`config.mk`:
```
export PLATFORM = sky130hd
export DESIGN_NAME = fht_frame_sched
export DESIGN_NICKNAME = d
export VERILOG_FILES = /design/src/rtl/fht_pkg.sv /design/src/rtl/fht_skid_fifo.sv /design/src/rtl/fht_frame_sched.sv
export SDC_FILE = /design/constraint.sdc
export NUM_CORES = 1
export LEC_CHECK = 0
export CAP_MARGIN = 30
export CORE_ASPECT_RATIO = 1.1
export CORE_MARGIN = 4
export CORE_UTILIZATION = 52
export DETAILED_ROUTE_END_ITERATION = 7
export PLACE_DENSITY = 0.93
export SLEW_MARGIN = 20
export SYNTH_ARGS = -nofsm -noshare
export SYNTH_HDL_FRONTEND = slang
export SYNTH_SLANG_ARGS = --single-unit
```
`constraint.sdc`:
```
create_clock -name iCLK -period 6.7 [get_ports iCLK]
set_input_delay 2.01 -clock iCLK [delete_from_list [all_inputs] [get_ports iCLK]]
set_output_delay 2.01 -clock iCLK [all_outputs]
set_load 0.01 [all_outputs]
```
`src/rtl/fht_pkg.sv`:
```
// Shared types and constants for the FHT frame scheduler and its sub-blocks.
// Latency: none (declarations only).
// Backpressure: none (declarations only).
package fht_pkg;

   // Defaults track fht_defines so the scheduler and core agree on geometry.
   localparam int FHT_A_BIT = 8;
   localparam int FHT_D_BIT = 16;

   // Core must drop its ready within this many cycles of the start pulse
   // (counted from the KICK cycle); otherwise the frame is abandoned.
   localparam int C_TMO_CYC = 4;

   typedef enum logic [2:0] {
      S_IDLE,
      S_LOAD,
      S_KICK,
      S_WAIT_LO,
      S_WAIT_HI,
      S_UNLOAD
   } sched_state_t;

endpackage

```
`src/rtl/fht_skid_fifo.sv`:
```
// Two-entry FIFO that absorbs the one-cycle bank read latency on unload.
// Latency: a push is visible on o_rd_vld/o_rd_dat the following cycle.
// Backpressure: head held stable while i_rd_rdy is low; o_cnt lets the writer throttle.
// Ports: i_clk/i_rst_n clock and async active-low reset; i_wr_vld/i_wr_dat push;
//        o_rd_vld/o_rd_dat/i_rd_rdy pop handshake; o_cnt current occupancy.
module fht_skid_fifo #(
   parameter int W = 17
) (
   input  logic         i_clk,
   input  logic         i_rst_n,
   input  logic         i_wr_vld,
   input  logic [W-1:0] i_wr_dat,
   output logic         o_rd_vld,
   output logic [W-1:0] o_rd_dat,
   input  logic         i_rd_rdy,
   output logic [1:0]   o_cnt
);

   logic [W-1:0] r_mem [2];
   logic         r_wp;
   logic         r_rp;
   logic [1:0]   r_cnt;
   logic         w_push;
   logic         w_pop;

   assign o_rd_vld = (r_cnt != 2'd0);
   assign o_rd_dat = r_mem[r_rp];
   assign o_cnt    = r_cnt;
   assign w_pop    = o_rd_vld & i_rd_rdy;
   // A full FIFO still accepts a push when the head leaves in the same cycle.
   assign w_push   = i_wr_vld & ((r_cnt != 2'd2) | w_pop);

   always_ff @(posedge i_clk or negedge i_rst_n) begin
      if (!i_rst_n) begin
         r_mem[0] <= '0;
         r_mem[1] <= '0;
         r_wp     <= 1'b0;
         r_rp     <= 1'b0;
         r_cnt    <= 2'd0;
      end else begin
         if (w_push) begin
            r_mem[r_wp] <= i_wr_dat;
            r_wp        <= ~r_wp;
         end
         if (w_pop) begin
            r_rp <= ~r_rp;
         end
         r_cnt <= r_cnt + {1'b0, w_push} - {1'b0, w_pop};
      end
   end

endmodule

```
`src/rtl/fht_frame_sched.sv`:
```
// Frame scheduler: loads N samples into 4 banks, kicks the FHT core, unloads results.
// Latency: core start the cycle after the last write; first result 2 cycles after banks return.
// Backpressure: input stalled outside IDLE/LOAD; unload reads throttled by a 2-entry output FIFO.
// Ports: iCLK/iRESET clock and async active-low reset; iIN_* / oIN_READY sample input;
//        oOUT_* / iOUT_READY result stream; oCORE_START/iCORE_RDY core handshake;
//        oBANK_OWN bank mux select; oIO_* / iIO_RDATA bank port; oBUSY/oFRAME_DONE/oERR status.
module fht_frame_sched
   import fht_pkg::*;
#(
   parameter int A_BIT = FHT_A_BIT,
   parameter int D_BIT = FHT_D_BIT
) (
   input  logic             iCLK,
   input  logic             iRESET,
   input  logic             iIN_VALID,
   input  logic [D_BIT-1:0] iIN_DATA,
   output logic             oIN_READY,
   output logic             oOUT_VALID,
   output logic [D_BIT-1:0] oOUT_DATA,
   output logic             oOUT_LAST,
   input  logic             iOUT_READY,
   output logic             oCORE_START,
   input  logic             iCORE_RDY,
   output logic             oBANK_OWN,
   output logic [1:0]       oIO_BANK,
   output logic [A_BIT-1:0] oIO_ADDR,
   output logic             oIO_WE,
   output logic [D_BIT-1:0] oIO_WDATA,
   input  logic [D_BIT-1:0] iIO_RDATA,
   output logic             oBUSY,
   output logic             oFRAME_DONE,
   output logic             oERR
);

   localparam int               K_BIT      = A_BIT + 2;
   localparam logic [K_BIT-1:0] K_LAST     = '1;
   localparam logic [2:0]       C_TMO_LAST = 3'(C_TMO_CYC - 1);

   sched_state_t     r_state;
   logic [K_BIT-1:0] r_k;
   logic [2:0]       r_tmo;
   logic             r_in_rdy;
   logic             r_bank_own;
   logic             r_start;
   logic             r_err;
   logic             r_done;
   logic             r_rd_pend;
   logic             r_rd_pend_last;
   logic             r_rd_all;

   logic             w_we;
   logic             w_issue;
   logic             w_pop;
   logic [2:0]       w_next_occ;
   logic             w_fifo_vld;
   logic [D_BIT:0]   w_fifo_dat;
   logic [1:0]       w_fifo_cnt;

   assign w_we       = iIN_VALID & r_in_rdy & ~r_bank_own;
   assign w_pop      = w_fifo_vld & iOUT_READY;
   // Occupancy next cycle: the in-flight read lands, the head may leave.
   assign w_next_occ = {1'b0, w_fifo_cnt} + {2'b0, r_rd_pend} - {2'b0, w_pop};
   // Issue only if the word it returns next-next cycle is guaranteed a slot.
   assign w_issue    = (r_state == S_UNLOAD) & ~r_rd_all & (w_next_occ < 3'd2);

   assign oIN_READY   = r_in_rdy;
   assign oCORE_START = r_start;
   assign oBANK_OWN   = r_bank_own;
   assign oBUSY       = (r_state != S_IDLE);
   assign oFRAME_DONE = r_done;
   assign oERR        = r_err;
   assign oIO_WE      = w_we;
   assign oIO_WDATA   = w_we ? iIN_DATA : '0;
   // Natural order for load and unload: low two bits pick the bank.
   assign oIO_BANK    = r_k[1:0];
   assign oIO_ADDR    = r_k[K_BIT-1:2];
   assign oOUT_VALID  = w_fifo_vld;
   assign oOUT_DATA   = w_fifo_dat[D_BIT-1:0];
   assign oOUT_LAST   = w_fifo_dat[D_BIT];

   always_ff @(posedge iCLK or negedge iRESET) begin
      if (!iRESET) begin
         r_state        <= S_IDLE;
         r_k            <= '0;
         r_tmo          <= 3'd0;
         r_in_rdy       <= 1'b0;
         r_bank_own     <= 1'b0;
         r_start        <= 1'b0;
         r_err          <= 1'b0;
         r_done         <= 1'b0;
         r_rd_pend      <= 1'b0;
         r_rd_pend_last <= 1'b0;
         r_rd_all       <= 1'b0;
      end else begin
         r_start        <= 1'b0;
         r_done         <= 1'b0;
         r_rd_pend      <= w_issue;
         r_rd_pend_last <= w_issue & (r_k == K_LAST);
         case (r_state)
            S_IDLE: begin
               r_in_rdy <= 1'b1;
               if (w_we) begin
                  r_k     <= r_k + 1'b1;
                  r_state <= S_LOAD;
               end
            end
            S_LOAD: begin
               if (w_we) begin
                  // k wraps to zero on the last point, ready for unload.
                  r_k <= r_k + 1'b1;
                  if (r_k == K_LAST) begin
                     r_state    <= S_KICK;
                     r_in_rdy   <= 1'b0;
                     r_bank_own <= 1'b1;
                     r_start    <= 1'b1;
                     r_err      <= 1'b0;
                  end
               end
            end
            S_KICK: begin
               r_tmo   <= 3'd1;
               r_state <= S_WAIT_LO;
            end
            S_WAIT_LO: begin
               if (!iCORE_RDY) begin
                  r_state <= S_WAIT_HI;
               end else if (r_tmo == C_TMO_LAST) begin
                  // Core never acknowledged: flag it and hand the banks back.
                  r_err      <= 1'b1;
                  r_bank_own <= 1'b0;
                  r_in_rdy   <= 1'b1;
                  r_k        <= '0;
                  r_state    <= S_IDLE;
               end else begin
                  r_tmo <= r_tmo + 3'd1;
               end
            end
            S_WAIT_HI: begin
               if (iCORE_RDY) begin
                  r_bank_own <= 1'b0;
                  r_rd_all   <= 1'b0;
                  r_state    <= S_UNLOAD;
               end
            end
            S_UNLOAD: begin
               if (w_issue) begin
                  r_k <= r_k + 1'b1;
                  if (r_k == K_LAST) begin
                     r_rd_all <= 1'b1;
                  end
               end
               if (w_pop && w_fifo_dat[D_BIT]) begin
                  r_done   <= 1'b1;
                  r_in_rdy <= 1'b1;
                  r_k      <= '0;
                  r_state  <= S_IDLE;
               end
            end
            default: r_state <= S_IDLE;
         endcase
      end
   end

   fht_skid_fifo #(
      .W (D_BIT + 1)
   ) u_out_fifo (
      .i_clk    (iCLK),
      .i_rst_n  (iRESET),
      .i_wr_vld (r_rd_pend),
      .i_wr_dat ({r_rd_pend_last, iIO_RDATA}),
      .o_rd_vld (w_fifo_vld),
      .o_rd_dat (w_fifo_dat),
      .i_rd_rdy (iOUT_READY),
      .o_cnt    (w_fifo_cnt)
   );

endmodule
```
==> results.py, run 1 <==
metrics = {
    "run_status": {
        "status": "finished, final reports clean",
    },
    "die": {
        "fp.dieW_um": 82.7,
        "die_area_um2": 7460,
        "die_h_um": 90.2,
        "pin_count": 88,
        "coreArea_um2": 5880,
        "row_count": 29,
        "start_util": 0.544,
    },
    "global_route": {
        "grt_pass1_wl_mm": 11.7,
        "grt_overflow_total": 0,
        "grt_max_degree": 63,
        "track_usage": 0.201,
        "grt_pass1_vias": 2454,
        "grt_antenna_before_repair": 0,
    },
    "sta": {
        "tightest_slew_ps": 884,
        "period_share": 0.842,
        "fin_setup_tns_ps": 0,
        "slew_viol_final": 0,
        "hold_violations": 0,
        "worst_clock_skew_ps": 5.49,
        "relSlewSlack": 0.408,
        "setup_viol": 0,
        "layout_min_cycle_time_ps": 5640,
        "rsz0062_at_grt": "false",
        "clock.fmax_mhz": 177,
    },
    "pwr": {
        "internal_power_uw": 945,
        "combPwrFrac": 0.356,
        "clockPowerShare": 0.250,
        "p_sw_uw": 402,
        "ir_drop_uv": 226,
        "leakagePower_nw": 1.87,
        "sw_frac_of_total": 0.299,
        "power_density_nw_per_um2": 313,
        "p_seq_frac": 0.394,
    },
    "worst_setup_path": {
        "arrival_ps": 3630,
        "r2r_cells": 11,
        "r2r-end": "r_k[4]",
        "cp-start-kind": "primary input",
        "worst-setup-path-type": "in2out",
        "setup.worst_path.end": "oIO_WDATA[1]",
        "startpoint": "iIN_VALID",
        "regToRegSetupSlack_ps": 3240,
        "cp.required_ps": 4690,
        "end_kind": "primary output",
        "cp_max_fo": 17,
        "r2r_start": "u_out_fifo.o_cnt[1]",
    },
    "clocking": {
        "clk_pin_slew_ps": 60,
        "hold_buffers": 0,
        "root_buffer": "clkbuf_8",
        "ctsResizeCount": 0,
        "cts_made_buffers": 9,
        "h-tree-depth": 3,
        "cts.sinks": 62,
        "cts_tree": "done",
        "cts_setup_buffers": 0,
        "clockBufferDepth": 2,
        "worstSkewPairLatency_ps": 330,
    },
    "logic_synthesis": {
        "synth-seq-cells": 62,
        "synth_adder_area_share": 0.0298,
        "synth_top_family_by_area": "multiplexers",
        "synth_xor_area_frac": 0.0110,
        "synthCells": 274,
        "synthMuxAreaShare": 0.199,
        "synth-simple-area-share": 0.141,
        "synth_cell_types": 49,
        "synth_warnings": 0,
        "synthesis.nets": 318,
        "avgSynthCellArea_um2": 11.7,
        "ys_seq_area_frac": 0.486,
        "yosysTopAreaCell": "dfrtp_1",
        "synth-compound-area-share": 0.0959,
        "yosysTopAreaCellShare": 0.486,
        "syn_area_um2": 3200,
        "synthTopCellsByArea": "dfrtp_1, mux2_2, mux2_4, and2_1, ha_1",
    },
    "cells_and_area": {
        "final_nets": 406,
        "drive_above_1_share": 0.219,
        "layout_common_cells": "clkdlybuf4s50_1, dfrtp_1, mux2_2",
        "layout_commonest_cell": "clkdlybuf4s50_1",
        "design_area_um2": 4300,
        "area_growth_pct": 34.6,
        "antenna_cells": 0,
        "fill_cells": 433,
    },
    "routing": {
        "num_vias": 2354,
        "routed_wl_mm": 7.01,
        "ant_nets": 0,
        "drc": 0,
        "vias_per_cell": 5.31,
        "detail_route.iter0.violations": 125,
        "wl_per_cell_um": 15.8,
        "first_pass_iters": 4,
    },
    "placement": {
        "gp_congestion": 0.773,
        "dp_hpwl_mm": 5.03,
        "place_area_um2": 4090,
        "portBuffers": 87,
    },
    "job": {
        "drv_cap": 0,
    },
    "min_path": {
        "hold_class": "reg2reg",
    },
}
[synthesized netlist by cell type, drive strengths merged]
| library cell | n |
|---|---|
| dfrtp | 62 |
| mux2 | 51 |
| nand2 | 20 |
| o21ai | 17 |
| and2 | 16 |
| nor2 | 12 |
| inv | 10 |
| buf | 8 |
| a21oi | 7 |
| o31ai | 7 |
| ha | 6 |
| nand2b | 6 |
| nor2b | 6 |
| nand3 | 5 |
| clkbuf | 4 |
| nand3b | 4 |
| nor3 | 3 |
| xor2 | 3 |
| a22oi | 2 |
| and3 | 2 |
| o211ai | 2 |
| or4 | 2 |
| a211o | 1 |
| a211oi | 1 |
| a22o | 1 |
| a2bb2oi | 1 |
| a31oi | 1 |
| fa | 1 |
| mux2i | 1 |
| nand4 | 1 |
| nor3b | 1 |
| nor4b | 1 |
| o21bai | 1 |
| o221ai | 1 |
| o22a | 1 |
| o311ai | 1 |
| o31a | 1 |
| or2 | 1 |
| or3 | 1 |
| or3b | 1 |
| xnor2 | 1 |
[worst max-delay path, stage by stage]
cell and delay (ps):
clkdlybuf4s50_1 450, nand3b_1 130, inv_1 290, and2_1 190, clkdlybuf4s50_1 550
[logic make-up (layout without fill, tap and decap cells)]
family,count (synthesis),count (layout)
AO/OA/AOI/OAI,45,45
adder cells (fa/ha/maj),7,7
AND/OR/NAND/NOR,82,82
flip-flops,62,62
multiplexers,52,52
buffers and inverters,22,114
XOR/XNOR,4,4
[registers in the layout (all words and copies together) (netlist names)]
name and cells:
u_out_fifo.r_mem 34, r_k 10, r_state 3, r_tmo 3, u_out_fifo.o_cnt 2, oBANK_OWN 1, oCORE_START 1, oERR 1
oFRAME_DONE 1, oIN_READY 1, r_rd_all 1, r_rd_pend 1, r_rd_pend_last 1, u_out_fifo.r_rp 1, u_out_fifo.r_wp 1
[power by group through the flow]
| stage | clock network [mW] | registers [mW] | logic, mW |
|---|---|---|---|
| final | 0.336 | 0.531 | 0.480 |
| after global routing | 0.366 | 0.543 | 0.522 |
| after CTS | 0.345 | 0.531 | 0.487 |
| after detailed placement | 0 | 0.537 | 0.484 |
| after global placement | 0 | 0.532 | 0.469 |
| after floorplan | 0 | 0.508 | 0.278 |
[how the worst min path moves through the flow]
stage,from,end,cells past startpoint
2_1_floorplan,r_tmo[2],r_tmo[2],2
3_3_place_gp,u_out_fifo.r_mem[15],u_out_fifo.r_mem[15],1
3_5_place_dp,u_out_fifo.r_mem[0],u_out_fifo.r_mem[0],1
4_1_cts,u_out_fifo.r_mem[9],u_out_fifo.r_mem[9],1
5_1_grt,u_out_fifo.r_mem[24],u_out_fifo.r_mem[24],1
6_report,u_out_fifo.r_mem[2],u_out_fifo.r_mem[2],1
[area by class of cell]
type / instances / area (µm²) / area share
clock buffers: 12 / 165 / 0.0384
clock inverters: 3 / 42.5 / 0.00989
inverters: 10 / 37.5 / 0.00873
multi-input cells: 190 / 1520 / 0.354
flip-flops and latches: 62 / 1550 / 0.361
well taps: 77 / 96.3 / 0.0224
repair buffers: 89 / 885 / 0.206
[stage by stage]
| stage | hold WS, ps | util | setup WS, ps | power, mW | cells |
|---|---|---|---|---|---|
| floorplan | 472 | - | 1960 | 0.787 | 274 |
| global placement | 481 | 0.694 | 1120 | 1.00 | 427 |
| detailed placement | 489 | 0.696 | 1070 | 1.02 | 428 |
| CTS | 505 | 0.732 | 1070 | 1.36 | 443 |
| global route | 516 | 0.732 | 970 | 1.43 | 443 |
| finish | 502 | 0.732 | 1060 | 1.35 | 443 |
[metal layers]
layer,up-vias,routed length [µm],GRT usage,part of all wire
met5,-,0,0,0
met4,0,87,0.0708,0.012
met3,8,362,0.0400,0.052
met2,57,3510,0.323,0.50
met1,1150,3050,0.266,0.43
li1,1139,-,-,-
Power figures use the tool's default switching activity.
==> run 2, diff against run 1 <==
--- a/config.mk
+++ b/config.mk
@@ -8,9 +8,9 @@
 export CAP_MARGIN = 30
 export CORE_ASPECT_RATIO = 1.1
 export CORE_MARGIN = 4
-export CORE_UTILIZATION = 52
+export CORE_UTILIZATION = 48
 export DETAILED_ROUTE_END_ITERATION = 7
-export PLACE_DENSITY = 0.93
+export PLACE_DENSITY = 0.87
 export SLEW_MARGIN = 20
 export SYNTH_ARGS = -nofsm -noshare
 export SYNTH_HDL_FRONTEND = slang
==> constraint.sdc (replaced) <==
create_clock -name iCLK -period 5.29 [get_ports iCLK]
set_input_delay 1.587 -clock iCLK [delete_from_list [all_inputs] [get_ports iCLK]]
set_output_delay 1.587 -clock iCLK [all_outputs]
set_load 0.01 [all_outputs]
==> run 2 against run 1 <==
Against the previous run:
- design area increased by 0.52%
- global-route usage fell by 1.1 points
- critical path depth stayed put
- utilization down 4.6 points
- via count increased by 1.2%
- largest power group unchanged
- sequential cell count stayed put
- non-clock buffer count grew 1
- final cell count increased by 1.1%
- combinational power is 27% higher
- register-to-register slack got worse by 1100 ps
==> results.py, run 2 (synthesis results as in run 1) <==
metrics = {
    "cells_and_area": {
        "regMostFlops": "u_out_fifo.r_mem",
        "top_regs": "u_out_fifo.r_mem x34, r_k x10",
        "layout_commonest_cell": "clkdlybuf4s50_1",
        "finish.utilization": 0.686,
        "layout_common_cells": "clkdlybuf4s50_1, dfrtp_1, mux2_2",
        "drive_above_1_share": 0.223,
        "fill_cells": 467,
        "design_area_um2": 4320,
        "area_growth_pct": 35.3,
        "antenna_cells": 0,
        "final_nets": 407,
        "largest_reg_flops": 34,
    },
    "die": {
        "fp.dieW_um": 85.8,
        "start_util": 0.507,
        "pin_count": 88,
        "row_count": 30,
        "die_area_um2": 8030,
        "die_h_um": 93.6,
        "coreArea_um2": 6310,
    },
    "worst_setup_path": {
        "setup.worst_path.end": "oIO_WDATA[5]",
        "cp_max_fo": 17,
        "end_kind": "primary output",
        "arrival_ps": 3280,
        "worst-path-buf-inv": 3,
        "r2r_cells": 11,
        "path_depth": 5,
        "r2r_start": "u_out_fifo.o_cnt[1]",
        "cp_cell_sequence": "clkdlybuf4s50_1 -> nand3b_1 -> inv_1 -> and2_1 -> clkdlybuf4s50_1",
        "regToRegSetupSlack_ps": 2150,
        "startpoint": "iIN_VALID",
        "critPathSlowestCell": "clkdlybuf4s50_1",
        "cp.required_ps": 3700,
        "worst-setup-path-type": "in2out",
        "critPathTopFamily": "buffers and inverters",
        "r2r-end": "r_k[3]",
        "cpPeakStageDelay_ps": 550,
        "cp-start-kind": "primary input",
        "path_common_cell": "clkdlybuf4s50_1",
    },
    "routing": {
        "num_vias": 2382,
        "first_pass_iters": 4,
        "drc": 0,
        "vias_per_cell": 5.32,
        "wl_per_cell_um": 16.3,
        "ant_nets": 0,
        "routed_wl_mm": 7.30,
        "detail_route.iter0.violations": 60,
    },
    "clocking": {
        "clockBufferDepth": 2,
        "h-tree-depth": 3,
        "hold_buffers": 0,
        "cts_made_buffers": 9,
        "cts_tree": "done",
        "cts_setup_buffers": 0,
        "clk_pin_slew_ps": 70,
        "worstSkewPairLatency_ps": 330,
        "cts.sinks": 62,
        "ctsResizeCount": 0,
        "root_buffer": "clkbuf_8",
    },
    "pwr": {
        "sw_frac_of_total": 0.302,
        "ir_drop_uv": 203,
        "clockPowerShare": 0.266,
        "p_sw_uw": 528,
        "power_density_nw_per_um2": 405,
        "leakagePower_nw": 1.88,
        "power_mw": 1.75,
        "p_seq_frac": 0.385,
        "internal_power_mw": 1.22,
        "combPwrFrac": 0.349,
    },
    "placement": {
        "dp_hpwl_mm": 5.11,
        "place_area_um2": 4100,
        "portBuffers": 87,
        "gp_congestion": 0.792,
    },
    "sta": {
        "clock.fmax_mhz": 205,
        "fin_setup_tns_ps": 0,
        "relSlewSlack": 0.418,
        "period_share": 0.920,
        "rsz0062_at_grt": "false",
        "hold_violations": 0,
        "slew_viol_final": 0,
        "layout_min_cycle_time_ps": 4870,
        "tightest_slew_ps": 873,
        "worst_clock_skew_ps": 5.80,
        "setup_viol": 0,
        "whs_ps": 503,
    },
    "global_route": {
        "grt_max_degree": 38,
        "grt_pass1_vias": 2450,
        "grt_overflow_total": 0,
        "track_usage": 0.189,
        "grt_pass1_wl_mm": 12.0,
        "grt_antenna_before_repair": 0,
    },
    "job": {
        "drv_cap": 0,
    },
    "min_path": {
        "hp-start": "u_out_fifo.r_mem[4]",
        "hold_class": "reg2reg",
    },
    "run_status": {
        "status": "finished, final reports clean",
    },
}
-- run 2: changes by cell type in the layout (fill, tap and decap cells not counted) --
cell,previous run,this run
buf_4,1,3
clkinv_2,1,2
clkinvlp_4,1,2
clkbuf_8,12,10
buf_6,1,0
bufinv_16,1,2
-- run 2: metal layers --
| layer | routed length (µm) | part of all wire | up-vias | track usage |
|---|---|---|---|---|
| li1 | - | - | 1136 | - |
| met1 | 3100 | 0.42 | 1180 | 0.232 |
| met2 | 3850 | 0.53 | 58 | 0.332 |
| met3 | 279 | 0.038 | 8 | 0.0458 |
| met4 | 78 | 0.011 | 0 | 0.0515 |
| met5 | 0 | 0 | - | 0 |
-- run 2: how the worst min path moves through the flow --
stage                     depth (start not counted)                  end
after floorplan                                   2             r_tmo[2]
after global placement                            1  u_out_fifo.r_mem[2]
after detailed placement                          1  u_out_fifo.r_mem[2]
after CTS                                         1  u_out_fifo.r_mem[2]
after global routing                              1  u_out_fifo.r_mem[4]
final                                             1  u_out_fifo.r_mem[4]
-- run 2: cell type report --
type	instances	area (µm²)	area share
Clock buffer	10	138	0.0318
Clock inverter	6	85.1	0.0197
Inverter	10	37.5	0.00868
Multi-Input combinational cell	190	1520	0.352
Sequential cell	62	1550	0.359
Tap cell	80	100	0.0232
Timing Repair Buffer	90	888	0.205
-- run 2: stage by stage --
step / instances / setup WS, ps
finish: 448 / 423
global route: 448 / 317
CTS: 448 / 430
detailed placement: 432 / 489
global placement: 432 / 562
floorplan: 274 / 1400
-- run 2: power groups by stage --
stage | Combinational, mW | Clock [mW] | Sequential [mW]
finish | 0.611 | 0.464 | 0.674
global route | 0.662 | 0.499 | 0.690
CTS | 0.620 | 0.475 | 0.673
detailed placement | 0.612 | 0 | 0.683
global placement | 0.595 | 0 | 0.674
floorplan | 0.353 | 0 | 0.644
-- run 2: worst register-to-register path, stage by stage, from the launching register on --
cell	delay, ps
dfrtp_1	450
o21ai_2	360
inv_1	100
ha_1	300
inv_1	70
nand2_1	70
fa_1	380
xor2_1	170
nor3b_1	320
o211ai_1	160
or2_1	370
o31ai_1	290
==> run 3, diff against run 2 <==
--- a/config.mk
+++ b/config.mk
@@ -5,6 +5,7 @@
 export SDC_FILE = /design/constraint.sdc
 export NUM_CORES = 1
 export LEC_CHECK = 0
+export ABC_CLOCK_PERIOD_IN_PS = 5290
 export CAP_MARGIN = 30
 export CORE_ASPECT_RATIO = 1.1
 export CORE_MARGIN = 4
==> results of run 3 <==
Final layout, timing and power as in run 2 (identical DEF).
